[config.mk]
export PLATFORM = sky130hd
export DESIGN_NAME = multiword_add_ctrl
export DESIGN_NICKNAME = d
export VERILOG_FILES = /design/src/rtl/multiword_add_ctrl_pkg.sv /design/src/rtl/multiword_add_ctrl_sumador.sv /design/src/rtl/multiword_add_ctrl.sv
export SDC_FILE = /design/constraint.sdc
export NUM_CORES = 1
export LEC_CHECK = 0
export ABC_AREA = 0
export BUFFER_PORTS_ARGS = -buffer_cell sky130_fd_sc_hd__buf_2
export CORE_MARGIN = 2
export CORE_UTILIZATION = 50
export CTS_CLUSTER_SIZE = 25
export DETAILED_ROUTE_END_ITERATION = 16
export PLACE_DENSITY = 0.75
export SLEW_MARGIN = 20
export SYNTH_ARGS = -nofsm -noshare
export SYNTH_HDL_FRONTEND = slang
export SYNTH_SLANG_ARGS = --single-unit
[constraint.sdc]
create_clock -name clk -period 4.4 [get_ports clk]
set_input_delay 0.44 -clock clk [delete_from_list [all_inputs] [get_ports clk]]
set_output_delay 0.44 -clock clk [all_outputs]
set_load 0.02 [all_outputs]
[src/rtl/multiword_add_ctrl_pkg.sv]
// add_ctrl_pkg: FSM state type and slice-counter width helper for multiword_add_ctrl
package add_ctrl_pkg;
  typedef enum logic [1:0] {ST_IDLE, ST_RUN, ST_DONE} add_state_t;
  function automatic int cnt_w(input int n);
    return (n > 1) ? $clog2(n) : 1;
  endfunction
endpackage

[src/rtl/multiword_add_ctrl_sumador.sv]
// sumadorNbits: N-bit ripple-carry adder used as the per-slice datapath
module sumadorNbits #(
  parameter int N = 4
) (
  input  logic [N-1:0] a,
  input  logic [N-1:0] b,
  input  logic         c_in,
  output logic [N-1:0] s,
  output logic         c_out
);
  logic [N:0] c;
  assign c[0] = c_in;
  for (genvar i = 0; i < N; i++) begin : g_fa
    assign s[i]   = a[i] ^ b[i] ^ c[i];
    assign c[i+1] = (a[i] & b[i]) | (c[i] & (a[i] ^ b[i]));
  end
  assign c_out = c[N];
endmodule

[src/rtl/multiword_add_ctrl.sv]
// multiword_add_ctrl: adds W=N*SLICES-bit operands one N-bit slice per cycle on a shared adder
// Optional subtraction via macro ADD_CTRL_SUBTRACT_EN (adds sub_in port).
module multiword_add_ctrl
  import add_ctrl_pkg::*;
#(
  parameter int N      = 4,
  parameter int SLICES = 4,
  localparam int W     = N * SLICES
) (
  input  logic         clk,
  input  logic         rst_n,
  input  logic         start_valid,
  output logic         start_ready,
  input  logic [W-1:0] a_in,
  input  logic [W-1:0] b_in,
  input  logic         c_in,
`ifdef ADD_CTRL_SUBTRACT_EN
  input  logic         sub_in,
`endif
  output logic         res_valid,
  input  logic         res_ready,
  output logic [W-1:0] result,
  output logic         c_out,
  output logic         ovf,
  output logic         busy
);
  localparam int KW = cnt_w(SLICES);
  localparam logic [KW-1:0] K_LAST = KW'(SLICES - 1);

  add_state_t    state_q, state_d;
  logic [KW-1:0] k_q, k_d;
  logic          fin_q, fin_d, carry_q, carry_d, c_out_q, c_out_d, ovf_q, ovf_d;
  logic [W-1:0]  a_q, a_d, b_q, b_d, result_q, result_d;
  logic [N-1:0]  sum;
  logic          sum_c;

  sumadorNbits #(.N(N)) u_add (
    .a     (a_q[int'(k_q)*N +: N]),
    .b     (b_q[int'(k_q)*N +: N]),
    .c_in  (carry_q),
    .s     (sum),
    .c_out (sum_c)
  );

  // fin_q marks the extra RUN cycle that commits c_out/ovf after the last slice
  always_comb begin
    state_d  = state_q;
    k_d      = k_q;
    fin_d    = fin_q;
    carry_d  = carry_q;
    a_d      = a_q;
    b_d      = b_q;
    result_d = result_q;
    c_out_d  = c_out_q;
    ovf_d    = ovf_q;
    case (state_q)
      ST_IDLE: if (start_valid) begin
        a_d      = a_in;
`ifdef ADD_CTRL_SUBTRACT_EN
        b_d      = sub_in ? ~b_in : b_in;
        carry_d  = sub_in | c_in;
`else
        b_d      = b_in;
        carry_d  = c_in;
`endif
        result_d = '0;
        c_out_d  = 1'b0;
        ovf_d    = 1'b0;
        k_d      = '0;
        fin_d    = 1'b0;
        state_d  = ST_RUN;
      end
      ST_RUN: if (fin_q) begin
        c_out_d = carry_q;
        ovf_d   = (a_q[W-1] == b_q[W-1]) && (result_q[W-1] != a_q[W-1]);
        state_d = ST_DONE;
      end else begin
        result_d[int'(k_q)*N +: N] = sum;
        carry_d = sum_c;
        k_d     = k_q + 1'b1;
        fin_d   = (k_q == K_LAST);
      end
      ST_DONE: state_d = res_ready ? ST_IDLE : ST_DONE;
      default: state_d = ST_IDLE;
    endcase
  end

  always_ff @(posedge clk or negedge rst_n) begin
    if (!rst_n) begin
      state_q  <= ST_IDLE;
      k_q      <= '0;
      fin_q    <= 1'b0;
      carry_q  <= 1'b0;
      a_q      <= '0;
      b_q      <= '0;
      result_q <= '0;
      c_out_q  <= 1'b0;
      ovf_q    <= 1'b0;
    end else begin
      state_q  <= state_d;
      k_q      <= k_d;
      fin_q    <= fin_d;
      carry_q  <= carry_d;
      a_q      <= a_d;
      b_q      <= b_d;
      result_q <= result_d;
      c_out_q  <= c_out_d;
      ovf_q    <= ovf_d;
    end
  end

  assign start_ready = (state_q == ST_IDLE);
  assign res_valid   = (state_q == ST_DONE);
  assign busy        = (state_q != ST_IDLE);
  assign result      = result_q;
  assign c_out       = c_out_q;
  assign ovf         = ovf_q;
endmodule

-- Yosys cells after proc, flatten, opt, wreduce, memory -nomap -nowiden
Index checks and enable logic that the tools add are counted.
- add/subtract/negate cells: 2
- bitwise gates (word level): 20
- shifts and indexed selects: 4
- equality and inequality tests: 8
- mux-type cells: 21
- reductions and logical operators: 9
- operators with widths (cell ; count):
    4-bit negation with 33-bit output ; 1
    4-bit by 33-bit variable shift with 16-bit output (first input constant) ; 1
    4-bit by 33-bit variable part select with 16-bit output ; 1
    16-bit two-way mux ; 2
    16-bit case mux with 2 select lines ; 1
    16-bit by 5-bit variable part select with 4-bit output ; 2
    16-bit bitwise mux ; 1
    2-bit two-way mux ; 5
    1-bit AND ; 8
    1-bit case mux with 2 select lines ; 4
    1-bit bitwise XOR ; 8
    1-bit two-way mux ; 6
    2-bit != test (second input constant) ; 3
    2-bit case mux with 3 select lines ; 1
    2-bit AND reduction ; 3
    3-bit AND reduction ; 2
    2-bit == test (second input constant) ; 2
    1-bit OR ; 4
    2-bit case mux with 2 select lines ; 1
    2-bit nonzero test ; 2
    2-bit by 1-bit adder with 2-bit output (second input constant) ; 1
    2-bit by 1-bit == test with 1-bit output (second input constant) ; 1
    2-bit logical NOT ; 1
    1-bit == test ; 1
    other kinds (2) ; 2
- register bits after elaboration: 56
- bits of input ports: 37
- output and inout port bits: 21
- word-level logic and storage cells: 73

-- Depth between registers and ports, before layout
- word-level depth: 13
- gate-level depth with buffers: 13
- depth with buffers taken out: 12

-- Cells and area by module
A second synthesis with hierarchy kept.
- cell total of the unflattened synthesis: 202
- area, all modules: 2800.2 µm²
- by module, submodules not included (module ; seq. area each (µm²) ; times used ; cells an instance ; area each (µm²)):
    multiword_add_ctrl ; 1401.3 ; 1 ; 188 ; 2682.6
    sumadorNbits ; 0.0 ; 1 ; 14 ; 117.6

-- Least setup slack after synthesis
Ideal clock, no wire load.
- path kind: register -> register
- from: reg k_q[0]
- to: reg result_q[15] (netlist: result[15])
- buffers on the path: 2
- cell stages (with the launch flop): 11
- period minus slack after synthesis: 3.046 ns
- path slack: 1.354 ns
- required time: 4.275 ns
- arrival: 2.921 ns
- library setup time: 0.125 ns
- cell sequence: dfrtp_1 buf_2 buf_2 mux4_2 fa_1 inv_1 fa_1 inv_1 fa_1 and4b_1 mux2_2
- cells in the longest elaborated chain, start to end: 13
- ends and longest elaborated chain (element ; line ; RTL):
    start, declared ; multiword_add_ctrl.sv:31 ; logic [KW-1:0] k_q, k_d;
    start signal, assigned ; multiword_add_ctrl.sv:101 ; k_q <= k_d;
    16-bit by 5-bit variable part select with 4-bit output, on equally long branches ; multiword_add_ctrl.sv:38, multiword_add_ctrl.sv:39 ;
    1-bit bitwise XOR ; multiword_add_ctrl_sumador.sv:14, multiword_add_ctrl_sumador.sv:15 ;
    1-bit AND ; multiword_add_ctrl_sumador.sv:15 ; assign c[i+1] = (a[i] & b[i]) | (c[i] & (a[i] ^ b[i]));
    1-bit OR ; multiword_add_ctrl_sumador.sv:15 ;
    1-bit AND ; multiword_add_ctrl_sumador.sv:15 ;
    1-bit OR ; multiword_add_ctrl_sumador.sv:15 ;
    1-bit AND ; multiword_add_ctrl_sumador.sv:15 ;
    1-bit OR ; multiword_add_ctrl_sumador.sv:15 ;
    1-bit bitwise XOR ; multiword_add_ctrl_sumador.sv:14 ; assign s[i] = a[i] ^ b[i] ^ c[i];
    4-bit by 33-bit variable part select with 16-bit output ; multiword_add_ctrl.sv:78 ; result_d[int'(k_q)*N +: N] = sum;
    16-bit bitwise mux (*) ; multiword_add_ctrl.sv:78 ;
    16-bit two-way mux (*) ; multiword_add_ctrl.sv:73 ; ST_RUN: if (fin_q) begin
    16-bit case mux with 2 select lines (*) ; multiword_add_ctrl.sv:56 ; case (state_q)
    end signal, assigned ; multiword_add_ctrl.sv:106 ; result_q <= result_d;
    end, declared ; multiword_add_ctrl.sv:33 ; logic [W-1:0] a_q, a_d, b_q, b_d, result_q, result_d;
Mark *: on every way between the ends. The rest lies on a longest branch, timed or not. The select of a mux whose other input is x is not followed.
A chain may end at the register's enable or synchronous reset.

-- Worst setup path in the final report
- from: reg k_q[0]
- to: reg result_q[3] (netlist: result[3])
The elaborated chain is that of the path after synthesis.

==> results by stage <==
Layout:
- The library cell used most frequently in the layout, excluding fill and tap cells, is nand2_1.
- Summing all multi-input logic gate instances after layout gives 1270 um2.
- Fill cells in the final layout number 504.
- The number of diodes is 0.
- The number of nets in the layout is 372.
- Summing all non-filler instances in the final layout gives an area of 3230 um2.
- The area growth from synthesis to layout is 14.2%.
- The proportion of layout cells with a drive suffix above 1 is 27.5%.
- The register cell area after layout is 1400 um2.
- The top cell types in the final layout, fill and taps aside, are nand2_1 (99), buf_2 (57), dfrtp_1 (56), inv_1 (17), mux4_2 (8).

Routing:
- The post-route antenna net violation count is 0.
- The number of design rule violations left after detail routing is 0.
- The average routed wire per standard cell is 14.2 um.
- Detailed routing inserted a total of 2065 vias.
- The routed design has 5660 um of wire.
- The number of vias per cell after detailed routing is 5.18.
- For this run, the detailed router's first-pass iteration total came to 4.
- The first routing iteration left 122 violations.

Synthesis:
- The synthesized area per cell is 10.4 um2.
- The post-synthesis net count is 319.
- The sequential share of the synthesized area is 49.6%.
- Of all cell types, the one taking the most synthesized area is dfrtp_1.
- Synthesis produced a netlist whose cell count is 273.
- After synthesis, the cell types taking the most area are dfrtp_1 (50%), nand2_1 (13%), mux4_2 (6.4%).
- The number of distinct library cell variants in the gate-level netlist after synthesis is 45.
- The top-area cell type share of the netlist area is 49.6%.
- The post-synthesis instance area is 2830 um2.
- The synthesized design contains 56 register bits.
- During synthesis, Yosys emitted a total of 0 warnings.

Pwr:
- The share of total power in the clock network is 11.4%.
- The proportion of power drawn by flip-flops and latches is 36.7%.
- Summed over all nets, the switching power comes to 1060 uW.
- Of the total power, combinational logic draws 51.9%.
- The cell area power density is 748 nW/um2.
- The internal power of the cells totals 1350 uW.
- The leakage power summed over all cells is 0.00172 uW.
- The maximum VDD drop is 365 uV.
- The switching share of power is 44.0%.

Place:
- In this run the cell area measured after placement is 3150 um2.
- The half-perimeter wire length of the detailed placement result is 4150 um.
- The congestion estimate from routability-driven global placement came to 0.773.
- In this run the tool buffered the top-level ports with 57 buffer cells.

Clocking:
- The tree is rooted in a clkbuf_8.
- The quantity of hold-fixing buffers added after cts is 0.
- The clock transition at the register clock pins on the worst setup and hold paths after CTS is 0.10 ns.
- The TritonCTS clock tree is done.
- The number of setup buffers added after CTS is 0.
- The clock tree synthesis step divided the H-tree into 2 levels.
- The later pin in the worst-skew pair is clocked with a latency of 0.30 ns.
- The total number of clock tree sinks is 56.
- In this run, CTS created clock tree buffers numbering 5.
- In this run, post-CTS repair resized a total of 0 instances.
- The number of buffers on the longest clock path is 2.

STA:
- The worst path needs 3.29 ns of the cycle, external delays included.
- The final-report setup violation count is 0.
- At the pin with the least slew margin, the transition time is 0.712 ns.
- The clock arrives with 0.00768 ns of skew.
- In this run the tightest slew margin relative to its limit is 52.5%.
- The final number of hold-violating endpoints is 0.
- The share of the cycle needed by the critical path after routing is 74.8%.
- The count of final max-slew check failures is 0.
- For this run, the top clock speed supported by timing is 304 MHz.
- Setup repair after global routing left no endpoint under its margin.
- The summed negative setup slack over all endpoints is 0 ns.
- The tightest hold path in the finished design has a slack of 0.247 ns.

Global route:
- The number of global-route vias before repair was 2061.
- The total global routing overflow is 0.
- Global routing consumed, over all layers together, 20.0% of the routing resources.
- The first global-routing pass estimated 9870 um of wire.
- The number of antenna violations at the first check in global routing came to 0.
- Entering global routing, the biggest net connects 57 pins.

Critical path:
- Counting cells, the worst reg-to-reg path comes to 13.
- The largest driver fanout on the critical path is 12.
- The worst setup path is captured at a flop.
- STA classifies the critical path startpoint as a flop.
- STA puts the critical path data required time at 4.65 ns.
- The setup path with the least slack is of type reg -> reg.
- Data arrives at the worst endpoint at 3.54 ns.

Status:
- The run finished with clean final reports.

Floorplan:
- In this run the standard cell core region covers 5470 um2.
- The floorplan has 27 rows.
- The width of the chip is 79.2 um.
- The initial utilization of the core area, before any placement, comes to 51.7%.
- The die height is 79.2 um.
- The die covers 6270 um2.
- The top-level port count is 58.

Run:
- Across the run, the number of max-cap violations was 0.

Min path:
- The tightest min-delay check is of the in -> async type.
## layout make-up
cell class / count / area share [%]
sequential: 56 / 43.4
multi-input combinational: 185 / 39.5
timing repair buffer: 61 / 9.76
tap: 72 / 2.79
clock buffer: 7 / 2.36
inverter: 17 / 1.98
clock inverter: 1 / 0.271
## worst max-delay path, stage by stage, from the launching register on
cell and delay [ns]:
dfrtp_1 0.49, buf_4 0.29, mux4_2 0.52, inv_1 0.08
fa_1 0.16, inv_1 0.05, fa_1 0.37, inv_1 0.08
fa_1 0.16, inv_1 0.05, fa_1 0.52, inv_1 0.07
nor4_1 0.24, mux2_1 0.16
## registers in the layout, summed over array words and instances, names as in the netlist
signal	flops
a_q	16
b_q	16
result	16
k_q	2
state_q	2
c_out	1
carry_q	1
fin_q	1
ovf	1
## cells in the mapped netlist
cell type,number
o21ai_0,4
buf_4,1
fa_1,4
a22o_1,2
o21a_1,1
or4_4,1
and2_1,1
or2_2,1
and3b_1,1
inv_1,17
o21bai_1,1
and2b_1,1
nand2b_1,2
o2bb2ai_1,1
and4bb_1,1
nand4bb_1,1
a31oi_4,1
nor4_1,4
or3_1,1
and3_1,2
and4b_1,2
nor3b_4,1
o31ai_1,1
o31ai_2,4
mux2_1,6
nand2_1,99
nand2b_4,1
nand4_1,2
mux2i_1,2
a31oi_2,2
nand3_1,4
a21oi_1,3
ha_1,5
or3b_1,1
o32a_1,1
mux4_2,8
nor2b_1,1
dfrtp_1,56
buf_2,10
buf_1,1
clkbuf_1,1
nor3b_1,2
nor2_1,6
mux2_2,4
buf_6,2
## through the flow
step                      worst slack, ns  instances  utilization, %  power, uW
after floorplan                      1.35        273               -       1840
after global placement               1.18        391            57.5       2120
after detailed placement             1.12        391            57.5       2160
after CTS                            1.09        399            59.0       2440
after global routing                0.881        399            59.0       2620
final                                1.11        399            59.0       2420
## final timing paths
check                      slack [ns]                start                     end
hold / removal                   0.25                rst_n      k_q[0]$_DFFE_PN0P_
setup / recovery                 1.11   k_q[0]$_DFFE_PN0P_   result[3]$_DFFE_PN0P_
max in group asynchronous        3.66                rst_n       c_out$_DFFE_PN0P_
hold reg to reg                  0.48  b_q[14]$_DFFE_PN0P_     b_q[14]$_DFFE_PN0P_
setup reg to reg                 1.11   k_q[0]$_DFFE_PN0P_   result[3]$_DFFE_PN0P_
min in group clk                 0.31            res_ready  state_q[1]$_DFFE_PN0P_
## layer usage
metal	global-route usage, %	routed length, um	up-vias
met5	0	0	-
met3	3.98	250	12
met4	6.55	118	0
li1	-	-	1007
met2	33.6	2790	55
met1	26.3	2500	991
## power groups by stage
stage	clock network, uW	logic [uW]	registers, uW
6_report	275	1250	887
5_1_grt	305	1410	915
2_1_floorplan	0	991	852
3_3_place_gp	0	1230	891
4_1_cts	283	1270	890
3_5_place_dp	0	1260	901
## cells by family (layout without fill, tap and decap cells)
kind of cell,count (synthesis),count (layout),share of synthesized area [%]
compound gates,21,21,6.73
buf+inv,32,86,5.35
flops,56,56,49.6
fa+ha+maj,9,9,5.04
mux,20,20,11.1
simple gates,135,135,22.3
(Power assumes the default switching activity.)
